===== src/rtl/periph_bus_pkg.sv =====
// periph_bus_pkg: shared types and constants for the peripheral bus controller.
//   bus_state_t   controller FSM state (IDLE, BUSY, DONE)
//   src_t         which source drives the core read-data return (MEM, PERIPH)
//   PERIPH_REGION_BIT  address bit splitting data memory from peripherals
//   TIMEOUT_RDATA      read data returned for a timed-out peripheral access
//   LED_BASE, SW_BASE  base addresses of the first two peripheral slots
package periph_bus_pkg;

  typedef enum logic [1:0] {
    IDLE = 2'd0,
    BUSY = 2'd1,
    DONE = 2'd2
  } bus_state_t;

  typedef enum logic {
    MEM    = 1'b0,
    PERIPH = 1'b1
  } src_t;

  localparam int          PERIPH_REGION_BIT = 31;
  localparam logic [31:0] TIMEOUT_RDATA     = 32'hDEAD_BEEF;

  localparam logic [31:0] LED_BASE = 32'h8000_0000;
  localparam logic [31:0] SW_BASE  = 32'h8000_1000;

endpackage


===== src/rtl/periph_bus_ctrl_if.sv =====
// periph_bus_ctrl_if: core LSU data-bus signals.
//   master modport: the core (drives req/we/addr/wdata/be, receives rdata/stall/err)
//   slave modport : the bus controller
// Handshake: the core presents a request with req_i high; while stall_o is high
// in the same cycle the core must hold req_i/we_i/addr_i/wdata_i/be_i stable.
// A request is complete in the first cycle it is seen with stall_o low; read
// data and err_o for a memory access appear the following cycle, for a
// peripheral access in the cycle where stall_o first drops.
interface periph_bus_ctrl_if;
  logic        req_i;
  logic        we_i;
  logic [31:0] addr_i;
  logic [31:0] wdata_i;
  logic [3:0]  be_i;
  logic [31:0] rdata_o;
  logic        stall_o;
  logic        err_o;

  modport master (
    output req_i, we_i, addr_i, wdata_i, be_i,
    input  rdata_o, stall_o, err_o
  );

  modport slave (
    input  req_i, we_i, addr_i, wdata_i, be_i,
    output rdata_o, stall_o, err_o
  );
endinterface


===== src/rtl/periph_rdata_mux.sv =====
// periph_rdata_mux: combinational N_SLOTS:1 mux of 32-bit peripheral read data.
//   p_rdata_i  flattened read data, slot k at bits [32k+31:32k]
//   sel_i      slot index
//   rdata_o    selected word, zero when sel_i is out of range
module periph_rdata_mux #(
  parameter int N_SLOTS = 4,
  parameter int SLOT_W  = 4
) (
  input  logic [32*N_SLOTS-1:0] p_rdata_i,
  input  logic [SLOT_W-1:0]     sel_i,
  output logic [31:0]           rdata_o
);

  always_comb begin
    rdata_o = '0;
    for (int k = 0; k < N_SLOTS; k++) begin
      if (int'(sel_i) == k) rdata_o = p_rdata_i[32*k +: 32];
    end
  end

endmodule


===== src/rtl/periph_bus_ctrl.sv =====
// periph_bus_ctrl: data-bus decoder between the core LSU, data memory and
// N_SLOTS memory-mapped peripheral controllers.
//   clk_i, rst_i       clock, asynchronous active-high reset
//   bus                core-side bus (periph_bus_ctrl_if.slave)
//   mem_req_o/we_o     data memory request, combinational, zero added stall
//   mem_rdata_i        memory read data, valid the cycle after the request
//   p_req_o            one-hot peripheral request, high through BUSY
//   p_we_o/addr_o/wdata_o/be_o  registered copy of the accepted core request
//   p_rdata_i          flattened peripheral read data
//   p_ready_i          per-slot completion, sampled only for the selected slot
//   dbg_state_o        current FSM state
// Optional build macro PERIPH_TIMEOUT_EN: bounds the BUSY wait to
// TIMEOUT_CYCLES cycles and returns an error with TIMEOUT_RDATA on expiry.
module periph_bus_ctrl
  import periph_bus_pkg::*;
#(
  parameter int N_SLOTS        = 4,
  parameter int SLOT_LSB       = 12,
  parameter int SLOT_W         = 4,
  parameter int TIMEOUT_CYCLES = 16
) (
  input  logic                  clk_i,
  input  logic                  rst_i,
  periph_bus_ctrl_if.slave      bus,
  output logic                  mem_req_o,
  output logic                  mem_we_o,
  input  logic [31:0]           mem_rdata_i,
  output logic [N_SLOTS-1:0]    p_req_o,
  output logic                  p_we_o,
  output logic [31:0]           p_addr_o,
  output logic [31:0]           p_wdata_o,
  output logic [3:0]            p_be_o,
  input  logic [32*N_SLOTS-1:0] p_rdata_i,
  input  logic [N_SLOTS-1:0]    p_ready_i,
  output bus_state_t            dbg_state_o
);

  bus_state_t         state;
  src_t               src_q;
  logic [SLOT_W-1:0]  slot_q;
  logic [31:0]        rdata_q;
  logic               err_q;

  logic [SLOT_W-1:0]  addr_slot;
  logic               is_periph;
  logic               slot_ok;
  logic               accept_p;
  logic               slot_ready;
  logic [N_SLOTS-1:0] slot_onehot;
  logic [31:0]        mux_rdata;

`ifdef PERIPH_TIMEOUT_EN
  localparam int            TW       = $clog2(TIMEOUT_CYCLES + 1);
  localparam logic [TW-1:0] TMO_LAST = TW'(TIMEOUT_CYCLES - 1);
  logic [TW-1:0] tmo_cnt;
`endif

  assign addr_slot = bus.addr_i[SLOT_LSB +: SLOT_W];
  assign is_periph = bus.addr_i[PERIPH_REGION_BIT];
  assign slot_ok   = int'(addr_slot) < N_SLOTS;
  assign accept_p  = (state == IDLE) && bus.req_i && is_periph;

  // p_req_o is one-hot on slot_q throughout BUSY, so masking with it picks
  // out the selected slot's ready and ignores every other slot.
  assign slot_ready = |(p_ready_i & p_req_o);

  always_comb begin
    slot_onehot = '0;
    for (int k = 0; k < N_SLOTS; k++) begin
      if (int'(addr_slot) == k) slot_onehot[k] = 1'b1;
    end
  end

  periph_rdata_mux #(
    .N_SLOTS (N_SLOTS),
    .SLOT_W  (SLOT_W)
  ) u_rdata_mux (
    .p_rdata_i (p_rdata_i),
    .sel_i     (slot_q),
    .rdata_o   (mux_rdata)
  );

  // Memory path is purely combinational and only live in IDLE.
  assign mem_req_o = (state == IDLE) && bus.req_i && !is_periph;
  assign mem_we_o  = mem_req_o && bus.we_i;

  // Stall covers the accept cycle (combinational) and every BUSY cycle; it is
  // forced low during reset so an aborted access releases the core at once.
  assign bus.stall_o = !rst_i && (accept_p || (state == BUSY));
  assign bus.err_o   = (state == DONE) && err_q;
  assign bus.rdata_o = (src_q == PERIPH) ? rdata_q : mem_rdata_i;

  assign dbg_state_o = state;

  always_ff @(posedge clk_i or posedge rst_i) begin
    if (rst_i) begin
      state     <= IDLE;
      src_q     <= MEM;
      slot_q    <= '0;
      rdata_q   <= '0;
      err_q     <= 1'b0;
      p_req_o   <= '0;
      p_we_o    <= 1'b0;
      p_addr_o  <= '0;
      p_wdata_o <= '0;
      p_be_o    <= '0;
`ifdef PERIPH_TIMEOUT_EN
      tmo_cnt   <= '0;
`endif
    end else begin
      case (state)
        IDLE: begin
          if (bus.req_i && !is_periph) begin
            src_q <= MEM;
          end else if (bus.req_i) begin
            src_q <= PERIPH;
            if (slot_ok) begin
              slot_q    <= addr_slot;
              p_req_o   <= slot_onehot;
              p_we_o    <= bus.we_i;
              p_addr_o  <= bus.addr_i;
              p_wdata_o <= bus.wdata_i;
              p_be_o    <= bus.be_i;
`ifdef PERIPH_TIMEOUT_EN
              tmo_cnt   <= '0;
`endif
              state     <= BUSY;
            end else begin
              // Unmapped slot: no peripheral is touched, fault straight away.
              err_q   <= 1'b1;
              rdata_q <= '0;
              state   <= DONE;
            end
          end
        end

        BUSY: begin
          // Ready is checked first so it wins over a simultaneous expiry.
          if (slot_ready) begin
            rdata_q <= p_we_o ? 32'h0 : mux_rdata;
            err_q   <= 1'b0;
            p_req_o <= '0;
            state   <= DONE;
          end
`ifdef PERIPH_TIMEOUT_EN
          else if (tmo_cnt == TMO_LAST) begin
            rdata_q <= TIMEOUT_RDATA;
            err_q   <= 1'b1;
            p_req_o <= '0;
            tmo_cnt <= tmo_cnt + 1'b1;
            state   <= DONE;
          end else begin
            tmo_cnt <= tmo_cnt + 1'b1;
          end
`endif
        end

        DONE: begin
          // The request still visible here is the one being retired.
          state <= IDLE;
        end

        default: state <= IDLE;
      endcase
    end
  end

endmodule


===== src/flat_wrapper.sv =====
// flat-port wrapper written by rule: the top's interface ports become plain ports
module periph_bus_ctrl_flat import periph_bus_pkg::*;
#(
  parameter int N_SLOTS        = 4,
  parameter int SLOT_LSB       = 12,
  parameter int SLOT_W         = 4,
  parameter int TIMEOUT_CYCLES = 16
)
  (clk_i, rst_i, mem_req_o, mem_we_o, mem_rdata_i, p_req_o, p_we_o, p_addr_o, p_wdata_o, p_be_o, p_rdata_i, p_ready_i, dbg_state_o, bus_req_i, bus_we_i, bus_addr_i, bus_wdata_i, bus_be_i, bus_rdata_o, bus_stall_o, bus_err_o);
  periph_bus_ctrl_if bus_i ();
  input  logic clk_i;
  input  logic rst_i;
  output logic mem_req_o;
  output logic mem_we_o;
  input  logic [31:0] mem_rdata_i;
  output logic [N_SLOTS-1:0] p_req_o;
  output logic p_we_o;
  output logic [31:0] p_addr_o;
  output logic [31:0] p_wdata_o;
  output logic [3:0] p_be_o;
  input  logic [32*N_SLOTS-1:0] p_rdata_i;
  input  logic [N_SLOTS-1:0] p_ready_i;
  output bus_state_t dbg_state_o;
  input wire logic [$bits(bus_i.req_i)-1:0] bus_req_i;
  input wire logic [$bits(bus_i.we_i)-1:0] bus_we_i;
  input wire logic [$bits(bus_i.addr_i)-1:0] bus_addr_i;
  input wire logic [$bits(bus_i.wdata_i)-1:0] bus_wdata_i;
  input wire logic [$bits(bus_i.be_i)-1:0] bus_be_i;
  output wire logic [$bits(bus_i.rdata_o)-1:0] bus_rdata_o;
  output wire logic [$bits(bus_i.stall_o)-1:0] bus_stall_o;
  output wire logic [$bits(bus_i.err_o)-1:0] bus_err_o;
  assign bus_i.req_i = bus_req_i;
  assign bus_i.we_i = bus_we_i;
  assign bus_i.addr_i = bus_addr_i;
  assign bus_i.wdata_i = bus_wdata_i;
  assign bus_i.be_i = bus_be_i;
  assign bus_rdata_o = bus_i.rdata_o;
  assign bus_stall_o = bus_i.stall_o;
  assign bus_err_o = bus_i.err_o;
  periph_bus_ctrl #(.N_SLOTS(N_SLOTS), .SLOT_LSB(SLOT_LSB), .SLOT_W(SLOT_W), .TIMEOUT_CYCLES(TIMEOUT_CYCLES)) u_core (.clk_i(clk_i), .rst_i(rst_i), .bus(bus_i), .mem_req_o(mem_req_o), .mem_we_o(mem_we_o), .mem_rdata_i(mem_rdata_i), .p_req_o(p_req_o), .p_we_o(p_we_o), .p_addr_o(p_addr_o), .p_wdata_o(p_wdata_o), .p_be_o(p_be_o), .p_rdata_i(p_rdata_i), .p_ready_i(p_ready_i), .dbg_state_o(dbg_state_o));
endmodule

===== config.mk =====
export PLATFORM = sky130hd
export DESIGN_NAME = periph_bus_ctrl_flat
export DESIGN_NICKNAME = d
export VERILOG_FILES = /design/src/rtl/periph_bus_pkg.sv /design/src/rtl/periph_bus_ctrl_if.sv /design/src/rtl/periph_rdata_mux.sv /design/src/rtl/periph_bus_ctrl.sv /design/src/flat_wrapper.sv
export SDC_FILE = /design/constraint.sdc
export NUM_CORES = 1
export LEC_CHECK = 0
export ABC_AREA = 1
export BUFFER_PORTS_ARGS = -buffer_cell sky130_fd_sc_hd__buf_2
export CAP_MARGIN = 5
export CORE_ASPECT_RATIO = 0.7
export CORE_MARGIN = 5
export CORE_UTILIZATION = 34
export CTS_CLUSTER_DIAMETER = 60
export CTS_CLUSTER_SIZE = 10
export DETAILED_ROUTE_END_ITERATION = 16
export GPL_TIMING_DRIVEN = 0
export SYNTH_ARGS = -nofsm -noshare
export SYNTH_HDL_FRONTEND = slang
export SYNTH_SLANG_ARGS = --single-unit

===== constraint.sdc =====
create_clock -name clk_i -period 9.4 [get_ports clk_i]
set_input_delay 0.47 -clock clk_i [delete_from_list [all_inputs] [get_ports clk_i]]
set_output_delay 0.47 -clock clk_i [all_outputs]
set_load 0.02 [all_outputs]

==> run metrics <==
number of buffers created by CTS=9; Crit Path Max Fanout=10; post-DR wirelength/cell=16.1 um; required time worst endpoint=8.93 ns; Critical R2R Capture=u_core.rdata_q[6]; count of hold buffers inserted by post-cts repair=0; count of clock tree sinks=109; Worst-path clk slew=0.08 ns; CP peak stage delay=0.69 ns; number of primary I/O pins=347; Worst Setup End Kind=output port; latest clock arrival within the worst-skew pair=0.34 ns; CTS max path bufs=2; share of synthesized area occupied by flip-flops and latches=43.2%; buffers and inverters on the worst path=4; launch instance of the worst register-to-register path=u_core.p_addr_o[15]; antenna violations before repair=0; portion of synthesized cell area occupied by the leading cell type=43.2%; number of unique standard cell types used by synthesis=28; floorplan die area=21400 um^2; total setup buffers inserted after CTS=0; tightest slew margin relative to the limit=41.6%; placeable core region=18100 um^2; CTS tree=yes; cell with the largest stage delay on the worst path=sky130_fd_sc_hd__clkbuf_1; leak pwr=5.02 nW; ratio of total power to cell area=292 nW/um^2; CP delay by family, top=buffers and inverters; floorplan die height=124 um; routability-driven placement congestion ratio=0.898; effective utilization at floorplan=34.8%; depth of the CTS H-tree=3; transition at the pin with the smallest max-transition slack=0.877 ns; arrival time of the worst setup path=2.14 ns; clock tree skew after final layout=0.0102 ns; vias in the first global route=6897; type of the tightest min-delay check=input pin to asynchronous set/reset pin; RSZ-0062 raised after global routing=false; number of iterations in the first detailed-routing pass=5; count of endpoints failing setup in the final report=0; commonest non-fill, non-tap cell in the layout=sky130_fd_sc_hd__buf_2; area added between synthesis and finish=37.0%; total met2 wirelength after detailed routing=10900 um; CTS resizes=0; Design Power=2.52 mW; final count of hold timing violations=0; synthesized area divided by synthesized cell count=7.03 um^2; result of the run=complete, no violations; final design utilization=47.7%; clock root buffer master=sky130_fd_sc_hd__clkbuf_16; Post-Syn Nets=1133; total number of yosys warnings=0; maximum number of pins on one net before global-route repair=64; number of port buffers=346; detailed-routed wire length on met3=1820 um; final routed wirelength across all metal layers=24000 um; highest metal layer used by the detailed router=met4; number of pins with negative max-slew slack in the final report=0; flip-flop and latch count after synthesis=109; mean number of vias per cell=4.76; Post-route DRC=0; critical path launch point type=flip-flop; maximum vdd drop=0.000137 V; Worst Reg2Reg Path Length in Cells=7; path length in cells of the critical path=6; chain of cells forming the critical path=clkbuf_1, inv_1, clkbuf_1, nand2_1, nand2_1, buf_2; cells taking the most area after synthesis=sky130_fd_sc_hd__dfrtp_1, sky130_fd_sc_hd__nand2_1, sky130_fd_sc_hd__nand3_1; post-route antenna net violation count=0; number of standard cells in the final layout excluding fillers=1495; M1 WL=11000 um; worst setup path startpoint=u_core.src_q; Placed Instances=1480; Final Hold Slack=0.155 ns; wire length of the first global-routing pass=36500 um; Max Clock Freq=0.383 GHz; count of antenna diodes in the layout=0; most frequent cells in the layout=sky130_fd_sc_hd__buf_2, sky130_fd_sc_hd__nand2_1, sky130_fd_sc_hd__nand3_1, sky130_fd_sc_hd__dfrtp_1, sky130_fd_sc_hd__nor2_1; top cell type by total area after synthesis=sky130_fd_sc_hd__dfrtp_1; Crit Path Category=flip-flop to output port; cell count after synthesis=897; grt total ovfl=0; total standard cell area after synthesis=6310 um^2; Starting DRT DRC Count=535; final worst path period share=27.8%; CP endpoint=bus_rdata_o[28]; post-route minimum period=2.61 ns; cell row count=41; half-perimeter wire length of the detailed placement result=19300 um; final net count=1491; setup slack of the worst register-to-register path=7.62 ns; setup_tns=0 ns; Overall Global Routing Usage=21.1%; number of max-capacitance violations reported=0; floorplan die width=173 um; count of vias placed by the detailed router=7122; fraction of final layout cells with drive strength greater than 1=34.7%
==> sequential cells by signal (all words and copies together) (netlist names) <==
name	cells
u_core.p_req_o	4
u_core.p_we_o	1
u_core.p_wdata_o	32
u_core.dbg_state_o	2
u_core.slot_q	3
u_core.p_be_o	4
u_core.err_q	1
u_core.rdata_q	32
u_core.p_addr_o	29
u_core.src_q	1
==> routing by layer <==
| layer | global-route usage, % | vias up |
|---|---|---|
| met5 | 0 | - |
| met4 | 3.63 | 0 |
| met3 | 5.10 | 20 |
| met2 | 33.8 | 289 |
| met1 | 29.7 | 3254 |
| li1 | - | 3559 |
==> final cells by class <==
| type | instances | area, um^2 |
|---|---|---|
| Clock inverter | 6 | 47.5 |
| Clock buffer | 9 | 225 |
| Multi-Input combinational cell | 676 | 2990 |
| Buffer | 63 | 403 |
| Fill cell | 1917 | 9470 |
| Tap cell | 236 | 295 |
| Timing Repair Buffer | 347 | 1760 |
| Sequential cell | 109 | 2730 |
| Inverter | 49 | 196 |
==> where the power goes <==
group	leakage (nW)	total [mW]	internal [mW]	switching, mW
clock	0.133	0.360	0.182	0.178
sequential	1.41	0.768	0.657	0.110
combinational	3.47	1.39	0.459	0.936
==> Yosys cell counts (all sizes together) <==
master	number
nand2	358
nand3	171
dfrtp	109
nor2	88
inv	49
buf	45
o21ai	30
nand3b	22
clkbuf	18
nand4	4
a21oi	2
nor3	1
==> how the worst min path moves through the flow <==
stage / startpoint / end / slack, ns
after floorplan: u_core.rdata_q[13] / u_core.rdata_q[13] / 0.45
after CTS: rst_i / u_core.p_wdata_o[15] / 0.16
after global routing: rst_i / u_core.p_wdata_o[9] / 0.18
after detailed placement: u_core.p_addr_o[26] / u_core.p_addr_o[26] / 0.45
final: rst_i / u_core.p_wdata_o[15] / 0.15
after global placement: u_core.p_addr_o[31] / u_core.p_addr_o[31] / 0.44
==> logic make-up (layout without fill, tap and decap cells) <==
logic type | count (synthesis) | in the layout | share of synthesized area (%)
AND/OR/NAND/NOR | 644 | 644 | 44.1
AO/OA/AOI/OAI | 32 | 32 | 3.25
flip-flops | 109 | 109 | 43.2
buffers and inverters | 112 | 474 | 9.42
==> worst register-to-register path, stage by stage, from the launching register on <==
cell and delay, ns:
sky130_fd_sc_hd__dfrtp_1 0.43, sky130_fd_sc_hd__nor2_4 0.27, sky130_fd_sc_hd__clkbuf_1 0.52, sky130_fd_sc_hd__nand3b_1 0.19
sky130_fd_sc_hd__nand3_1 0.12, sky130_fd_sc_hd__nor2_1 0.06, sky130_fd_sc_hd__nand2_1 0.05, sky130_fd_sc_hd__nand2_1 0.04
==> metrics by stage <==
stage / worst slack (ns) / instance area [um^2]
3_3_place_gp: 4.32 / 8330
5_1_grt: 6.69 / 8640
4_1_cts: 6.78 / 8640
3_5_place_dp: 7.17 / 8370
6_report: 6.79 / 8640
2_1_floorplan: 5.61 / 6310
(Power assumes the default switching activity.)
